### src/rtl/llr_loader.sv
// LLR loader: accepts upstream LLR words, shift-writes them into the LLR
// memory one frame at a time, starts the decoder per frame and reports job
// completion. The configuration is latched when a job starts.
module llr_loader #(
  parameter int DATA_W  = 64,
  parameter int FRAME_W = 8
) (
  input  logic               i_clk,
  input  logic               i_rst_n,
  input  logic               i_start,
  input  logic [1:0]         i_n_sel,
  input  logic [FRAME_W-1:0] i_num_frames,
  input  logic               i_abort,
  input  logic               i_in_valid,
  input  logic [DATA_W-1:0]  i_in_data,
  output logic               o_in_ready,
  output logic               o_mem_wen,
  output logic [DATA_W-1:0]  o_mem_data,
  output logic               o_dec_start,
  input  logic               i_dec_done,
  output logic [FRAME_W-1:0] o_frame_idx,
  output logic               o_busy,
  output logic               o_all_done
);

  localparam logic [2:0] S_IDLE     = 3'd0;
  localparam logic [2:0] S_LOAD     = 3'd1;
  localparam logic [2:0] S_WAIT_MEM = 3'd2;
  localparam logic [2:0] S_DEC      = 3'd3;
  localparam logic [2:0] S_DONE     = 3'd4;

  logic [2:0]         state;
  logic [6:0]         word_cnt;
  logic [6:0]         last_word;
  logic [1:0]         n_sel_q;
  logic [FRAME_W-1:0] num_frames_q;
  logic [FRAME_W-1:0] frame_idx;
  logic               accept;
  logic               last_frame;

  assign o_in_ready  = (state == S_LOAD);
  assign o_busy      = (state != S_IDLE);
  assign o_all_done  = (state == S_DONE);
  assign o_frame_idx = frame_idx;
  assign accept      = i_in_valid && o_in_ready;
  assign last_frame  = (frame_idx == num_frames_q - FRAME_W'(1));

  // Index of the final word of a frame for the latched code length.
  always_comb begin
    last_word = 7'd15;
    case (n_sel_q)
      2'd0:    last_word = 7'd15;
      2'd1:    last_word = 7'd31;
      2'd2:    last_word = 7'd63;
      default: last_word = 7'd127;
    endcase
  end

  // Control FSM, word/frame counters, config latch and registered write port.
  always_ff @(posedge i_clk) begin
    if (!i_rst_n) begin
      state        <= S_IDLE;
      word_cnt     <= '0;
      frame_idx    <= '0;
      n_sel_q      <= '0;
      num_frames_q <= '0;
      o_mem_wen    <= 1'b0;
      o_mem_data   <= '0;
      o_dec_start  <= 1'b0;
    end else begin
      // Abort outranks a word offered in the same cycle, so it is not written.
      o_mem_wen   <= accept && !i_abort;
      if (accept && !i_abort) o_mem_data <= i_in_data;
      o_dec_start <= 1'b0;
      if (i_abort) begin
        state    <= S_IDLE;
        word_cnt <= '0;
      end else begin
        case (state)
          S_IDLE: begin
            if (i_start) begin
              if (i_num_frames != '0) begin
                n_sel_q      <= i_n_sel;
                num_frames_q <= i_num_frames;
                word_cnt     <= '0;
                frame_idx    <= '0;
                state        <= S_LOAD;
              end else begin
                state <= S_DONE;
              end
            end
          end
          S_LOAD: begin
            if (accept) begin
              if (word_cnt == last_word) begin
                word_cnt <= '0;
                state    <= S_WAIT_MEM;
              end else begin
                word_cnt <= word_cnt + 7'd1;
              end
            end
          end
          // One cycle for the final memory write to land before decoding.
          S_WAIT_MEM: begin
            o_dec_start <= 1'b1;
            state       <= S_DEC;
          end
          S_DEC: begin
            if (i_dec_done) begin
              if (last_frame) begin
                state <= S_DONE;
              end else begin
                frame_idx <= frame_idx + FRAME_W'(1);
                state     <= S_LOAD;
              end
            end
          end
          S_DONE:  state <= S_IDLE;
          default: state <= S_IDLE;
        endcase
      end
    end
  end

endmodule

### config.mk
export PLATFORM = sky130hd
export DESIGN_NAME = llr_loader
export DESIGN_NICKNAME = d
export VERILOG_FILES = /design/src/rtl/llr_loader.sv
export SDC_FILE = /design/constraint.sdc
export NUM_CORES = 1
export LEC_CHECK = 0
export ABC_AREA = 1
export ABC_CLOCK_PERIOD_IN_PS = 1950
export CAP_MARGIN = 20
export CORE_UTILIZATION = 43
export CTS_BUF_LIST = sky130_fd_sc_hd__clkbuf_8 sky130_fd_sc_hd__clkbuf_16
export DETAILED_ROUTE_END_ITERATION = 10
export PLACE_DENSITY = 0.82
export SLEW_MARGIN = 20
export SYNTH_ARGS = -nofsm -noshare
export SYNTH_HDL_FRONTEND = slang
export SYNTH_SLANG_ARGS = --single-unit
### constraint.sdc
create_clock -name i_clk -period 1.95 [get_ports i_clk]
set_input_delay 0.39 -clock i_clk [delete_from_list [all_inputs] [get_ports i_clk]]
set_output_delay 0.39 -clock i_clk [all_outputs]
set_load 0.02 [all_outputs]
Yosys cells after proc, flatten, opt, wreduce, memory -nomap -nowiden
Index checks and enable logic that the tools add are counted.

storage, ports and cells
  register bits after elaboration = 94
  input bits = 80
  output and inout bits = 77
  word-level logic and storage cells = 60

operators by class
  add/sub/neg operators = 3
  equality and inequality tests = 14
  muxes and demuxes = 19
  bitwise gates (word level) = 2
  reductions and logical operators = 14

operators by type and width
  cell                 count
  $mux 8               4
  $mux 7               4
  $pmux 7 s3           1
  $mux 3               6
  $pmux 8 s2           1
  $pmux 7 s2           1
  $pmux 3 s4           1
  $reduce_and 4->1     3
  $add 8x1->8 const B  1
  $eq 8x8->1           1
  $ne 2x2->1 const B   4
  $reduce_bool 8->1    1
  $sub 8x1->8 const B  1
  $add 7x1->7 const B  1
  $eq 7x7->1           1
  $eq 3x2->1 const B   2
  $reduce_and 6->1     1
  $ne 2x1->1 const B   2
  $reduce_bool 2->1    2
  $eq 3x1->1 const B   1
  $eq 3x3->1 const B   1
  $logic_not 3->1      1
  $reduce_bool 3->1    1
  $eq 2x1->1 const B   1
  7 further kinds      9

Longest topological paths before layout
  word-level depth = 6
  depth in mapped cells = 15
  depth with buffers taken out = 15

Least setup slack after synthesis
No wires, ideal clock.

  path type = register -> register
  start point = reg num_frames_q[0]
  end point = reg frame_idx[1] (netlist: o_frame_idx[1])
  library setup time = 0.114 ns
  arrival = 1.634 ns
  required time = 1.836 ns
  path slack = 0.203 ns
  cell stages (with the launch flop) = 16
  buffers on the path = 0
  clock period less this slack = 1.747 ns
  cell sequence = dfxtp_1 > inv_2 > ha_1 > or2_1 > nand2_1 > nand2_1 > nand2_1 > nand3_1 > nor2_1 > nand2_1 > nand2_2 > nand2_4 > nand2_4 > nand2_1 > nand2_1 > nor2_1

on the way
  cells in the longest elaborated chain, start to end = 4

ends and longest elaborated chain
  item                        line  text
  start, declared             36    logic [FRAME_W-1:0] num_frames_q;
  start signal, assigned      84    num_frames_q <= i_num_frames;
  $sub 8x1->8                 46    assign last_frame = (frame_idx == num_frames_q - FRAME_W'(1));
  $eq 8x8->1                  46
  $ne 2x2->1 (no line)        -
  $reduce_and 6->1 (no line)  -
  end signal, assigned        113   frame_idx <= frame_idx + FRAME_W'(1);
  end, declared               37    logic [FRAME_W-1:0] frame_idx;

No other way between the ends.
A chain may end at the register's enable or synchronous reset.

Worst setup path after layout
  start point = reg frame_idx[5] (netlist: o_frame_idx[5])
  end point = out o_frame_idx[5]

RTL lines
  item           line  text
  end, declared  21    output logic [FRAME_W-1:0] o_frame_idx,

No word-level cell between the ends.

==> results.md <==
- Die Area: 0.009574 mm²
- Post-Layout Inst Area: between 0.005 and 0.006 mm²
- Area fraction of the dominant cell type after synthesis: 0.4764
- First-pass DRT Iterations: 7
- Netlist area before placement: slightly below 0.004 mm²
- Most frequent standard cell in the layout excluding fill and tap cells: nor2_1
- CP startpoint: o_frame_idx[5]
- Failing checks: DRC
- Via count of the first global-routing pass: approximately 3700
- Warnings from Yosys: 0
- Post-layout net count: about 800
- Final number of setup-violating endpoints: 0
- Core Rows: 34
- Detail Placement HPWL: between 8 and 9 mm
- Largest stage delay on the critical path: 670 ps
- Hold Crit Class: input port to flop
- Antenna violations before repair: 0
- Vertical die dimension: about 98 µm
- Fraction of layout cells with a size suffix above 1: 0.09659
- Pin count of the biggest net entering global routing: 76
- Number of flops mapped to enable cells by yosys: 0
- Final hold violation count: 0
- Area growth from synthesis to layout: 49.98%
- Total track usage: 0.2269
- Peak supply drop: ~0.00046 V
- Instance count of the mapped netlist: between 500 and 600
- Worst reg2reg path startpoint: num_frames_q[0]
- H-tree lvl count: 3
- Antenna fix cells: 0
- Capturing element type of the critical path: primary output
- Transition time at the pin with the least slew margin: approximately 610 ps
- Internal power consumption: between 3 and 4 mW
- Overall via count from detail_route: 4022
- RD Place Congestion: roughly 0.87
- Total design power: ~4 mW
- Max Slew Vio Count: 0
- Ordered list of cells on the worst path: clkdlybuf4s50_1
- Sw power: between 1 and 1.5 mW
- Clk root buf: clkbuf_8
- Switching share of power: 0.2532
- Top-Level Pins: about 160
- Total placed instance area: between 0.005 and 0.006 mm²
- Proportion of synthesized chip area in sequential cells: 0.4764
- Cell with the biggest individual delay on the critical path: clkdlybuf4s50_1
- Final std cells w/o fill: a little over 800
- Overflow left after global routing: 0
- Global-route wire length before repair: ~18 mm
- Type of the worst setup path: flop to primary output
- Fraction of registers with async set/reset: 0
- Flip-flop cell with the highest count after synthesis: dfxtp_1
- Minimum period implied by the final worst setup slack: between 1500 and 2000 ps
- Period utilization: 0.9699
- Worst path required time: roughly 1600 ps
- Clock Latency Late Sink: between 300 and 400 ps
- Area of the placeable core: between 0.008 and 0.009 mm²
- Max-slew headroom at the worst pin: 0.5948
- Synth top area cells: dfxtp_1 48%, nor2_1 15%, o21ai_0 9.2%
- Nets in the synthesized netlist: between 600 and 700
- Combinational Power Share: 0.161
- Number of buffers and inverters on the critical path: 1
- Max FO, Critical Path: 7
- DRC Markers: 14
- Areal power density over the cells: a little under 700 mW/mm²
- Buffers on Ports: about 160
- Clock sink count: 94
- Yosys top cell by area: dfxtp_1
- Leading cell types in the layout, fill and taps excluded: 156 x nor2_1, 152 x clkdlybuf4s50_1, 88 x dfxtp_1
- Register Area: roughly 0.0019 mm²
- Floorplan die width: 97.85 µm
- CTS tree: built
- Detail-routed net length per standard cell: roughly 14 µm
- Starting density of the core: 0.4486
- Area of combinational cells with multiple inputs: around 0.0019 mm²
- Mean cell area of the mapped netlist: 7.274 µm²
- Vias per cell: just under 5
- Number of clock buffers inserted by TritonCTS: 9
- Total length of routed wires: between 10 and 15 mm
- # placed instances: between 700 and 800
- Result of the run: finished, violations left
- Power share of the sequential group: 0.490
- Clock share of power: 0.348
- Bufs on Longest Clock Path: 2
- Final setup skew: roughly 12 ps
- Core utilization of the finished layout: 0.6728
- Register bit total from synthesis: 94
- Standby leakage power: between 2 and 2.5 nW
- Fill count: 736
- Kind of start point of the critical path: flop
- Highest Clock Rate: 528.7 MHz
- Clk pin slew, worst setup/hold paths: approximately 90 ps
- DRC violation total after the first TritonRoute iteration: 107
- Number of maximum-capacitance constraint violations: 0
- Hold wc startpoint: i_rst_n
- Category of cells accounting for the largest share of critical-path delay: buffers and inverters
- Number of distinct library cells after synthesis: 34
- Arrival @ worst endpoint: roughly 1500 ps
- Number of routed nets with antenna violations: 0
## kinds of logic after synthesis
logic type | Yosys count | share of synthesized area
buffers and inverters | 59 | 0.05796
AO/OA/AOI/OAI | 115 | 0.1482
flip-flops | 94 | 0.4764
AND/OR/NAND/NOR | 263 | 0.2879
XOR/XNOR | 9 | 0.01995
adder cells (fa/ha/maj) | 3 | 0.009504
## power by group through the flow
stage | Sequential (mW) | Combinational [mW] | Clock (mW)
2_1_floorplan | 2.10 | 0.282 | 0
3_3_place_gp | 2.06 | 0.635 | 0
3_5_place_dp | 2.06 | 0.651 | 0
4_1_cts | 2.02 | 0.651 | 1.46
5_1_grt | 2.03 | 0.733 | 1.54
6_report | 2.02 | 0.665 | 1.43
## final timing paths
| path | to | slack, ps | cells after the start |
|---|---|---|---|
| max | o_frame_idx[5] | 60 | 1 |
| min | o_mem_wen | 430 | 3 |
| max reg2reg | o_frame_idx[3] | 100 | 14 |
| min reg2reg | num_frames_q[7] | 470 | 2 |
## final cells by class
type	count	share of cell area
clock buffers	10	0.02323
clock inverters	5	0.01394
inverters	35	0.02218
multi-input cells	390	0.3149
flip-flops and latches	94	0.3189
well taps	108	0.02281
repair buffers	170	0.2841
## registers in the layout (all words and copies together), names as in the netlist
signal,count
n_sel_q,2
num_frames_q,8
o_dec_start,1
o_frame_idx,8
o_mem_data,64
o_mem_wen,1
state,3
word_cnt,7
## stage by stage
step                      hold slack, ps  worst slack (ps)  setup TNS, ps
after global placement             445.8            -66.24         -490.4
after CTS                          409.7             17.64              0
after global routing               444.7            -34.04         -42.63
after detailed placement           460.4            -115.0          -1186
after floorplan                    435.4             202.5              0
final                              427.5             58.65              0
## Yosys cell counts, types with 2 or more instances
cell type    n
o21ai_0     73
nor2_2       3
nor3b_1      2
buf_2        6
clkbuf_1    15
nand4_1      4
o21ai_1     10
nand2_1     54
buf_1        3
nand2_2      2
xor2_1       4
a21oi_1     29
inv_1       26
nand3_2      3
nor3_1       2
dfxtp_1     94
nor2_4       2
xnor2_1      5
nand2_4      2
nor2_1     158
ha_1         3
nand3_1     24
inv_2        8
## timing repair
action,in CTS,in global routing
buffers inserted,0,3
pin swaps,0,6
hold buffers,0,0
gates resized for setup,6,11
endpoints found under the setup margin,4,12
## routing by layer
layer	GRT usage	routed length, µm	up-vias
li1	-	-	2068
met1	0.2713	4651	1796
met2	0.3738	5189	137
met3	0.07802	930	21
met4	0.08974	279	0
met5	0	0	-
No activity file was read; power rests on OpenSTA's default activity.
